### config.mk
export PLATFORM = sky130hd
export DESIGN_NAME = noc_mux_framer
export DESIGN_NICKNAME = d
export VERILOG_FILES = /design/src/rtl/noc_mux_framer.sv
export SDC_FILE = /design/constraint.sdc
export NUM_CORES = 1
export LEC_CHECK = 0
export BUFFER_PORTS_ARGS = -buffer_cell sky130_fd_sc_hd__buf_4
export CAP_MARGIN = 25
export CORE_ASPECT_RATIO = 1.25
export CORE_MARGIN = 5
export CORE_UTILIZATION = 50
export DETAILED_ROUTE_END_ITERATION = 6
export GPL_TIMING_DRIVEN = 0
export PLACE_DENSITY = 0.78
export RECOVER_POWER = 25
export SLEW_MARGIN = 0
export SYNTH_ARGS = -nofsm -noshare
export SYNTH_HDL_FRONTEND = slang
export SYNTH_SLANG_ARGS = --single-unit
### constraint.sdc
create_clock -name clk -period 8.2 [get_ports clk]
set_input_delay 0 -clock clk [delete_from_list [all_inputs] [get_ports clk]]
set_output_delay 0 -clock clk [all_outputs]
set_load 0.01 [all_outputs]
### src/rtl/noc_mux_framer.sv
// noc_mux_framer
//   Multi-channel transmit framer for the device-to-NoC byte link. Each of NCH
//   upstream channels writes into its own store-and-forward FIFO. A round-robin
//   arbiter picks among channels holding at least one complete packet. The
//   winning packet is emitted as one header beat (ctl=1, data=channel index)
//   followed by its payload beats (ctl=0). Idle beats are ctl=1, data=all ones.
//
// Ports
//   clk, reset           rising-edge clock, synchronous active-low reset
//   link_en              when low, the packet in flight finishes, then the link idles
//   in_valid/data/last   per-channel write beats; channel c uses in_data[c*DW +: DW]
//   in_ready             per-channel FIFO not full
//   noc_from_dev_ctl     1 = header/idle beat, 0 = payload beat (registered)
//   noc_from_dev_data    beat data (registered)
//   pkt_sent             pulses while the final payload beat is driven
//   err_oversize         per-channel pulse when a packet was truncated at FIFO depth
//   busy                 high in HEADER or PAYLOAD state
module noc_mux_framer #(
  parameter int NCH   = 4,
  parameter int DW    = 8,
  parameter int DEPTH = 16
) (
  input  logic              clk,
  input  logic              reset,
  input  logic              link_en,
  input  logic [NCH-1:0]    in_valid,
  input  logic [NCH*DW-1:0] in_data,
  input  logic [NCH-1:0]    in_last,
  output logic [NCH-1:0]    in_ready,
  output logic              noc_from_dev_ctl,
  output logic [DW-1:0]     noc_from_dev_data,
  output logic              pkt_sent,
  output logic [NCH-1:0]    err_oversize,
  output logic              busy
);

  localparam int          AW            = $clog2(DEPTH);
  localparam int          CW            = $clog2(NCH);
  localparam int unsigned NCH_U         = NCH;
  localparam logic [AW:0] CNT_FULL      = (AW+1)'(DEPTH);
  localparam logic [AW:0] CNT_LAST_FREE = (AW+1)'(DEPTH - 1);
  localparam logic [CW-1:0] CH_MAX      = CW'(NCH - 1);

  typedef enum logic [1:0] {
    ST_IDLE,
    ST_HEADER,
    ST_PAYLOAD
  } state_e;

  state_e state_q, state_d;

  // Per-channel FIFO storage: each word is {last, data}
  logic [DW:0]     mem_q      [NCH][DEPTH];
  logic [AW-1:0]   wr_ptr_q   [NCH];
  logic [AW-1:0]   wr_ptr_d   [NCH];
  logic [AW-1:0]   rd_ptr_q   [NCH];
  logic [AW-1:0]   rd_ptr_d   [NCH];
  logic [AW:0]     cnt_q      [NCH];
  logic [AW:0]     cnt_d      [NCH];
  logic [AW:0]     pkt_cnt_q  [NCH];
  logic [AW:0]     pkt_cnt_d  [NCH];

  logic [NCH-1:0]  push;
  logic [NCH-1:0]  pop;
  logic [NCH-1:0]  wr_last;
  logic [NCH-1:0]  trunc;
  logic [NCH-1:0]  err_q, err_d;

  logic [CW-1:0]   rr_q, rr_d;
  logic [CW-1:0]   cur_ch_q, cur_ch_d;
  logic [CW-1:0]   arb_ch;
  logic [CW-1:0]   arb_next;
  logic [CW-1:0]   idx_c;
  int unsigned     idx;
  logic            arb_found;

  logic            pop_en;
  logic [DW:0]     rd_word;

  logic            ctl_q, ctl_d;
  logic [DW-1:0]   data_q, data_d;
  logic            sent_q, sent_d;
  logic            last_out_q, last_out_d;

  assign rd_word = mem_q[cur_ch_q][rd_ptr_q[cur_ch_q]];

  // Write side, FIFO occupancy and complete-packet counters
  always_comb begin
    for (int unsigned c = 0; c < NCH_U; c++) begin
      in_ready[c] = (cnt_q[c] != CNT_FULL);
      push[c]     = in_valid[c] & in_ready[c];
      // Filling the last free slot with no complete packet inside would
      // deadlock the channel, so that beat closes the packet instead.
      trunc[c]    = push[c] & ~in_last[c] & (cnt_q[c] == CNT_LAST_FREE) &
                    (pkt_cnt_q[c] == '0);
      wr_last[c]  = in_last[c] | trunc[c];
      pop[c]      = pop_en & (cur_ch_q == CW'(c));
      err_d[c]    = trunc[c];

      wr_ptr_d[c] = push[c] ? wr_ptr_q[c] + AW'(1) : wr_ptr_q[c];
      rd_ptr_d[c] = pop[c]  ? rd_ptr_q[c] + AW'(1) : rd_ptr_q[c];

      cnt_d[c] = cnt_q[c];
      if (push[c] && !pop[c]) begin
        cnt_d[c] = cnt_q[c] + (AW+1)'(1);
      end else if (!push[c] && pop[c]) begin
        cnt_d[c] = cnt_q[c] - (AW+1)'(1);
      end

      pkt_cnt_d[c] = pkt_cnt_q[c];
      if ((push[c] && wr_last[c]) && !(pop[c] && rd_word[DW])) begin
        pkt_cnt_d[c] = pkt_cnt_q[c] + (AW+1)'(1);
      end else if (!(push[c] && wr_last[c]) && (pop[c] && rd_word[DW])) begin
        pkt_cnt_d[c] = pkt_cnt_q[c] - (AW+1)'(1);
      end
    end
  end

  // Round-robin: first channel at or after rr_q (wrapping) with a full packet
  always_comb begin
    arb_found = 1'b0;
    arb_ch    = '0;
    idx       = 0;
    idx_c     = '0;
    for (int unsigned i = 0; i < NCH_U; i++) begin
      idx   = (32'(rr_q) + i) % NCH_U;
      idx_c = CW'(idx);
      if (!arb_found && (pkt_cnt_q[idx_c] != '0)) begin
        arb_found = 1'b1;
        arb_ch    = idx_c;
      end
    end
    arb_next = (arb_ch == CH_MAX) ? '0 : arb_ch + CW'(1);
  end

  // Framing FSM; outputs are computed here and registered
  always_comb begin
    logic start_hdr;
    state_d    = state_q;
    ctl_d      = 1'b1;
    data_d     = '1;
    sent_d     = 1'b0;
    last_out_d = last_out_q;
    cur_ch_d   = cur_ch_q;
    rr_d       = rr_q;
    pop_en     = 1'b0;
    start_hdr  = 1'b0;

    unique case (state_q)
      ST_IDLE: begin
        start_hdr = link_en & arb_found;
        if (!start_hdr) begin
          state_d = ST_IDLE;
        end
      end
      ST_HEADER: begin
        pop_en = 1'b1;
      end
      ST_PAYLOAD: begin
        // last_out_q marks the word currently on the link as the packet end
        if (!last_out_q) begin
          pop_en = 1'b1;
        end else if (link_en && arb_found) begin
          start_hdr = 1'b1;
        end else begin
          state_d = ST_IDLE;
        end
      end
      default: state_d = ST_IDLE;
    endcase

    if (pop_en) begin
      state_d    = ST_PAYLOAD;
      ctl_d      = 1'b0;
      data_d     = rd_word[DW-1:0];
      last_out_d = rd_word[DW];
      sent_d     = rd_word[DW];
    end

    if (start_hdr) begin
      state_d    = ST_HEADER;
      ctl_d      = 1'b1;
      data_d     = DW'(arb_ch);
      cur_ch_d   = arb_ch;
      rr_d       = arb_next;
      last_out_d = 1'b0;
    end
  end

  always_ff @(posedge clk) begin
    if (!reset) begin
      state_q    <= ST_IDLE;
      rr_q       <= '0;
      cur_ch_q   <= '0;
      ctl_q      <= 1'b1;
      data_q     <= '1;
      sent_q     <= 1'b0;
      last_out_q <= 1'b0;
      err_q      <= '0;
      for (int unsigned c = 0; c < NCH_U; c++) begin
        wr_ptr_q[c]  <= '0;
        rd_ptr_q[c]  <= '0;
        cnt_q[c]     <= '0;
        pkt_cnt_q[c] <= '0;
      end
    end else begin
      state_q    <= state_d;
      rr_q       <= rr_d;
      cur_ch_q   <= cur_ch_d;
      ctl_q      <= ctl_d;
      data_q     <= data_d;
      sent_q     <= sent_d;
      last_out_q <= last_out_d;
      err_q      <= err_d;
      for (int unsigned c = 0; c < NCH_U; c++) begin
        wr_ptr_q[c]  <= wr_ptr_d[c];
        rd_ptr_q[c]  <= rd_ptr_d[c];
        cnt_q[c]     <= cnt_d[c];
        pkt_cnt_q[c] <= pkt_cnt_d[c];
      end
    end
  end

  // Storage needs no reset: pointers and counters define what is valid
  always_ff @(posedge clk) begin
    for (int unsigned c = 0; c < NCH_U; c++) begin
      if (push[c]) begin
        mem_q[c][wr_ptr_q[c]] <= {wr_last[c], in_data[c*DW +: DW]};
      end
    end
  end

  assign noc_from_dev_ctl  = ctl_q;
  assign noc_from_dev_data = data_q;
  assign pkt_sent          = sent_q;
  assign err_oversize      = err_q;
  assign busy              = (state_q != ST_IDLE);

endmodule

==> impl_metrics.csv, run 1 <==
group,metric,value,unit
run_status,status,"finished clean",
synth,async_reset_ff_frac,0,
final_layout,area_growth_syn_to_layout,15.66,%
worst_setup_path,rr_endpoint,"pkt_cnt_q[3][4]",
sta,max_freq,0.2028,GHz
sta,slew_headroom,0.006757,
global_routing,globalRouteMet1Util,0.3355,
global_routing,grt_pass1_wl,116.6,mm
synth,ys_ff_latch,673,
worst_setup_path,path_max_fanout,10,
sta,fin_crit_sh,0.6013,
pwr,powerDensity,280.8,nW/um^2
clock_tree,cts_repair_resize_count,0,
final_layout,design_area,32420,um^2
final_layout,antennaDiodeCount,0,
die,top_level_ports,62,
pwr,vdd_drop_max,0.2245,mV
synth,synth_area_leaders,"edfxtp_1, mux4_2, dfxtp_1",
final_layout,nets,2046,
sta,fin_crit,4931,ps
place,placed_cell_area,29720,um^2
die,num_rows,97,
die,start_util,0.5021,
synth,syn_inst,1725,
clock_tree,cts_tree,"done",
global_routing,antenna_found_initial,1,
worst_hold_path,holdCritStartpoint,"in_valid[3]",
final_layout,drive_gt1_frac,0.1882,
global_routing,grt_overflow_total,0,
worst_setup_path,path_class,"flop to flop",
worst_setup_path,r2r-start,"rd_ptr_q[2][0]",
clock_tree,htree_levels,3,
synth,yosysTopAreaCell,"edfxtp_1",
sta,fin_tns_setup,0,ps
route,post_drt_wl_per_cell,29.77,um
synth,ys_top_cells_by_count,"edfxtp_1, mux2i_1, nor2_1",
sta,fin_skew,34.70,ps
clock_tree,insertion_delay,630,ps
synth,syn_area,28030,um^2
die,fp.dieH,274.7,um
worst_setup_path,ff2ff_path_depth,17,
synth,yosysSeqAreaShare,0.6863,
run,cap_violations,0,
worst_setup_path,crit_required,8730,ps
global_routing,met2_usage,0.4287,
sta,final-hold-violation-count,0,
clock_tree,numCtsBuffers,68,
synth,synth_warnings,0,
worst_setup_path,endpoint,"pkt_cnt_q[3][4]",
route,routed_wl,81.42,mm
route,first_pass_iters,5,
pwr,p_leak,10.74,nW
clock_tree,clk_path_buf_depth,3,
synth,synth_fp_nets,1832,
global_routing,grt_max_degree,18,
worst_setup_path,r2r_slack,3270,ps
global_routing,use_met3,0.05902,
global_routing,grt_pass1_vias,17280,
worst_setup_path,arrival,5460,ps
clock_tree,ctsRootBufferMaster,"clkbuf_16",
place,portBuffers,61,
clock_tree,cts.sinks,673,
clock_tree,cts.clk_slew.worst_paths,60,ps
die,die_w,221.8,um
synth,avgSynthCellArea,16.25,um^2
route,postRouteAntennaNets,0,
synth,yosysMostFrequentCell,"edfxtp_1",
global_routing,busiest_layer,"met2",
synth,synth.distinct_cells,58,
place,dp_hpwl,53.45,mm
worst_setup_path,startpoint,"rd_ptr_q[2][0]",
route,drc,0,
sta,setup_viol,0,
worst_hold_path,hold_path.class,"input pin to flop",
sta,slew_violations,0,
place,placed_cells,2551,
worst_setup_path,crit_path_end_kind,"flop",
die,die-area,60930,um^2
route,vias_per_cell,6.299,
final_layout,fill_cells,4163,
sta,rsz0062_at_grt,"no",
place,globalplace.congestion,0.9674,
route,vias,17230,
synth,synth-edff-count,576,
worst_setup_path,startpoint_type,"flop",
route,dr.first_iter.drc_count,2313,
global_routing,grt_usage,0.2632,
sta,max_slew.worst_pin.slew,1490,ps
final_layout,fin_cells,2735,
synth,synthDominantCellAreaShare,0.6170,
die,coreArea,55830,um^2
synth,ys.flop_type,"edfxtp_1",
==> cell families after synthesis <==
logic type / after synthesis / share of synthesized area
flip-flops: 673 / 0.6863
AND/OR/NAND/NOR: 389 / 0.06365
multiplexers: 270 / 0.1477
AO/OA/AOI/OAI: 153 / 0.03441
buffers and inverters: 120 / 0.01977
adder cells (fa/ha/maj): 64 / 0.03071
XOR/XNOR: 56 / 0.01750
==> metal layers <==
metal / routed length, um / up-vias
met4: 5133 / 2
li1: - / 7064
met3: 10210 / 309
met5: 13 / -
met2: 38550 / 1363
met1: 27510 / 8490
==> report_power, final <==
group / switching [mW] / total, mW / internal (mW)
Sequential: 0.106 / 3.99 / 3.88
Clock: 1.34 / 3.08 / 1.73
Combinational: 1.16 / 2.04 / 0.878
==> area by class of cell <==
class | instances | area [um^2] | share of cell area
repair buffers | 144 | 1180 | 0.03639
flip-flops and latches | 673 | 19240 | 0.5934
clock inverters | 43 | 420.4 | 0.01297
clock buffers | 81 | 1780 | 0.05491
well taps | 742 | 928.4 | 0.02863
inverters | 30 | 112.6 | 0.003473
multi-input cells | 932 | 8320 | 0.2566
plain buffers | 90 | 441.7 | 0.01362
==> critical path, cell delays in order (launching register included) <==
cell and delay, ps:
dfxtp_1 340, buf_2 420, mux2i_4 280, mux2i_1 280
buf_2 320, buf_2 380, a31oi_1 130, o21ai_0 440
nand3_1 380, nand2_1 180, ha_1 220, inv_1 130
fa_1 460, a21o_1 170, a21oi_1 180, xnor2_1 90
or3_1 300, a21oi_1 140
==> flip-flops by register name (all words and copies together) (netlist names), named ones only <==
| signal | count |
|---|---|
| cnt_q | 20 |
| rd_ptr_q | 16 |
| cur_ch_q | 2 |
| noc_from_dev_data | 8 |
| noc_from_dev_ctl | 1 |
| state_q | 2 |
| last_out_q | 1 |
| err_oversize | 4 |
| mem_q | 576 |
| pkt_sent | 1 |
| rr_q | 2 |
| pkt_cnt_q | 20 |
| wr_ptr_q | 16 |
==> stage by stage <==
step	setup slack [ps]	utilization	power (mW)	hold WS, ps
after detailed placement	3378	0.5324	6.030	308.6
after global placement	3419	0.5270	5.943	306.5
after floorplan	4581	-	5.395	98.87
after global routing	3015	0.5807	9.400	155.2
after CTS	3346	0.5796	9.081	108.3
final	3269	0.5807	9.105	131.1
==> worst min path at each step <==
stage,to,slack [ps],cells past startpoint
after global routing,wr_ptr_q[0][12],160,5
final,wr_ptr_q[0][12],130,5
after global placement,err_oversize[1],310,4
after detailed placement,err_oversize[2],310,4
after floorplan,mem_q[0][0],100,0
after CTS,wr_ptr_q[0][12],110,5
==> cells in the final DEF, fill, tap and decap left out, drive strengths merged, types with 3 or more instances in the layout <==
cell type	netlist	final
nor3	26	26
dfxtp	97	97
nand2b	14	14
xor2	33	33
and2	12	12
nand2	104	104
nor4	4	4
nor3b	7	7
mux2	9	9
a21oi	64	64
a2bb2oi	3	3
ha	56	56
nand4	12	12
buf	53	124
or2	3	3
o211ai	3	3
fa	8	8
o2111ai	8	8
nor2	148	148
dlygate4sd3	0	43
clkinv	0	30
a31oi	15	15
xnor2	23	23
or4	4	4
o21ai	18	18
inv	30	33
nand3	28	28
mux2i	148	148
a21o	17	17
o22ai	3	3
edfxtp	576	576
bufinv	0	5
nor2b	16	16
or3	8	8
clkinvlp	0	5
mux4	113	113
clkbuf	37	148
a211oi	10	10
==> repair_timing <==
| action | in CTS | in global routing |
|---|---|---|
| hold endpoints to repair | 529 | 0 |
| setup endpoints to repair | 0 | 0 |
| setup buffers | 0 | 0 |
| hold buffers | 43 | 0 |
Note: power is estimated with default switching activity, not from simulation.
==> inputs of run 2 (changes only) <==
Settings changed: PLACE_DENSITY 0.78 to 0.8.
Clock period 8.2 ns to 4.2 ns, I/O delays scaled along.
==> run 2 against run 1 <==
Net effect: the run now ends with capacitance limit, slew limit left; clock power grew 97%; clock skew is 5.7 ps lower; wire length is 0.87% lower; fmax rose by 21%; critical endpoint is now pkt_cnt_q[0][4].
==> impl_metrics.csv, run 2 (same netlist as run 1, synthesis figures left out) <==
group,metric,value,unit
run_status,status,"finished with violations",
run_status,violations,"capacitance limit, slew limit",
global_routing,grt_pass1_vias,17520,
final_layout,drive_gt1_frac,0.1963,
global_routing,grt_usage,0.2585,
route,routed_wl,80.71,mm
sta,max_freq,0.2452,GHz
sta,fin_skew,28.95,ps
die,num_rows,97,
final_layout,layout_commonest_cell,"edfxtp_1",
die,die_w,221.8,um
worst_setup_path,rr_endpoint,"pkt_cnt_q[0][4]",
worst_hold_path,hold_path.class,"input pin to flop",
worst_setup_path,crit_path_end_kind,"flop",
route,post_drt_wl_per_cell,29.57,um
route,drc,0,
sta,final-hold-violation-count,0,
clock_tree,insertion_delay,640,ps
clock_tree,numCtsBuffers,61,
place,placed_cell_area,29740,um^2
place,portBuffers,61,
clock_tree,cts_tree,"done",
global_routing,grt_pass1_wl,115.3,mm
worst_setup_path,path_class,"flop to flop",
global_routing,grt_overflow_total,0,
die,die-area,60930,um^2
worst_setup_path,cp_slowest_cell,"fa_1",
worst_hold_path,holdCritStartpoint,"in_valid[0]",
die,start_util,0.5021,
pwr,powerDensity,550.1,nW/um^2
worst_setup_path,cpPeakStageDelay,460,ps
final_layout,largest_reg_flops,576,
place,dp_hpwl,52.88,mm
final_layout,design_area,32550,um^2
die,coreArea,55830,um^2
final_layout,fin_cells,2729,
sta,max_slew.worst_pin.slew,1536,ps
route,postRouteAntennaNets,0,
die,top_level_ports,62,
final_layout,nets,2042,
global_routing,antenna_found_initial,2,
route,vias_per_cell,6.330,
clock_tree,ctsRootBufferMaster,"clkbuf_16",
route,vias,17270,
sta,setup_viol,0,
pwr,vdd_drop_max,0.4004,mV
sta,fin_crit_sh,0.9711,
clock_tree,clk_path_buf_depth,3,
clock_tree,cts.clk_slew.worst_paths,70,ps
final_layout,final_cell_mix,"edfxtp_1, nor2_1, mux2i_1",
worst_setup_path,startpoint_type,"flop",
final_layout,area_growth_syn_to_layout,16.13,%
worst_setup_path,crit_required,4740,ps
sta,slew_violations,34,
run,cap_violations,2,
route,dr.first_iter.drc_count,2536,
place,placed_cells,2556,
global_routing,grt_max_degree,18,
worst_setup_path,arrival,4620,ps
worst_hold_path,min_to,"wr_ptr_q[0][0]",
sta,slew_headroom,-0.02416,
die,fp.dieH,274.7,um
place,globalplace.congestion,0.9412,
route,first_pass_iters,6,
worst_hold_path,min_path_cells,5,
clock_tree,cts.sinks,673,
worst_setup_path,r2r_slack,120,ps
worst_setup_path,path_max_fanout,10,
worst_setup_path,path_cells,"buf_6, buf_12, buf_12, mux2_4, o41ai_4, a21oi_2, a21oi_2, nand3_4, nand2_1, ha_1, inv_1, fa_1, a21o_1, a21oi_1, xnor2_1, or3_1, a21oi_1",
pwr,p_leak,10.75,nW
clock_tree,htree_levels,2,
final_layout,antennaDiodeCount,0,
sta,fin_crit,4079,ps
pwr,power,17.91,mW
final_layout,fill_cells,4108,
worst_setup_path,ff2ff_path_depth,17,
-- run 2: cell types whose count changed in the layout (fill, tap and decap cells not counted), moves of 3 or more --
cell / previous run / this run
buf_2: 33 / 19
buf_4: 66 / 77
bufinv_16: 5 / 13
clkbuf_8: 8 / 0
clkbuf_1: 72 / 66
clkbuf_16: 68 / 63
clkinv_1: 12 / 7
clkinv_8: 5 / 0
buf_8: 0 / 4
clkbuf_4: 0 / 3
-- run 2: metal layers --
metal | track usage | share of wire | vias up
li1 | - | - | 7042
met1 | 0.3201 | 0.33 | 8468
met2 | 0.4279 | 0.48 | 1423
met3 | 0.06254 | 0.13 | 341
met4 | 0.1329 | 0.065 | 0
met5 | 0 | 0 | -
-- run 2: through the flow --
step	worst slack, ps	hold slack, ps	setup TNS, ps	utilization
floorplan	580.6	98.87	0	-
global placement	-664.1	308.2	-4977	0.5270
detailed placement	-708.0	310.3	-5884	0.5327
CTS	0.2487	73.22	0	0.5811
global route	-26.02	142.3	-86.14	0.5831
finish	121.2	110.6	0	0.5831
-- run 2: cell type report --
class / count / area [um^2] / area share
flip-flops and latches: 673 / 19240 / 0.5910
multi-input cells: 932 / 8386 / 0.2576
clock buffers: 67 / 1592 / 0.04889
repair buffers: 148 / 1164 / 0.03574
well taps: 742 / 928.4 / 0.02852
clock inverters: 48 / 593.1 / 0.01822
plain buffers: 89 / 540.5 / 0.01660
inverters: 30 / 112.6 / 0.003459
-- run 2: power by group --
part	leakage (nW)	internal, mW	switching (mW)
registers	5.99	7.58	0.207
clock network	1.05	3.54	2.52
logic	3.70	1.80	2.27
total	10.7	12.9	4.99
-- run 2: what timing repair did --
item,4_1_cts,5_1_grt
pin swaps,1,2
hold buffers,43,0
endpoints found under the setup margin,16,8
resized for setup,22,28
setup buffers,2,6
hold endpoints to repair,530,0
cloned,0,0
-- run 2: worst max path at each step --
stage | from | end | slack [ps]
3_3_place_gp | rd_ptr_q[2][0] | pkt_cnt_q[2][4] | -660
6_report | flop | pkt_cnt_q[0][4] | 120
5_1_grt | flop | pkt_cnt_q[0][4] | -30
3_5_place_dp | rd_ptr_q[2][0] | pkt_cnt_q[3][4] | -710
2_1_floorplan | flop | pkt_cnt_q[0][4] | 580
4_1_cts | flop | pkt_cnt_q[3][4] | 0.2
-- run 2: critical path: cells and delay by family (launching register included) --
family	cells	cell delay, ps
xor+xnor	1	100
compound gates	6	1260
buf+inv	4	640
simple gates	3	580
fa+ha+maj	2	650
flops	1	340
mux	1	390
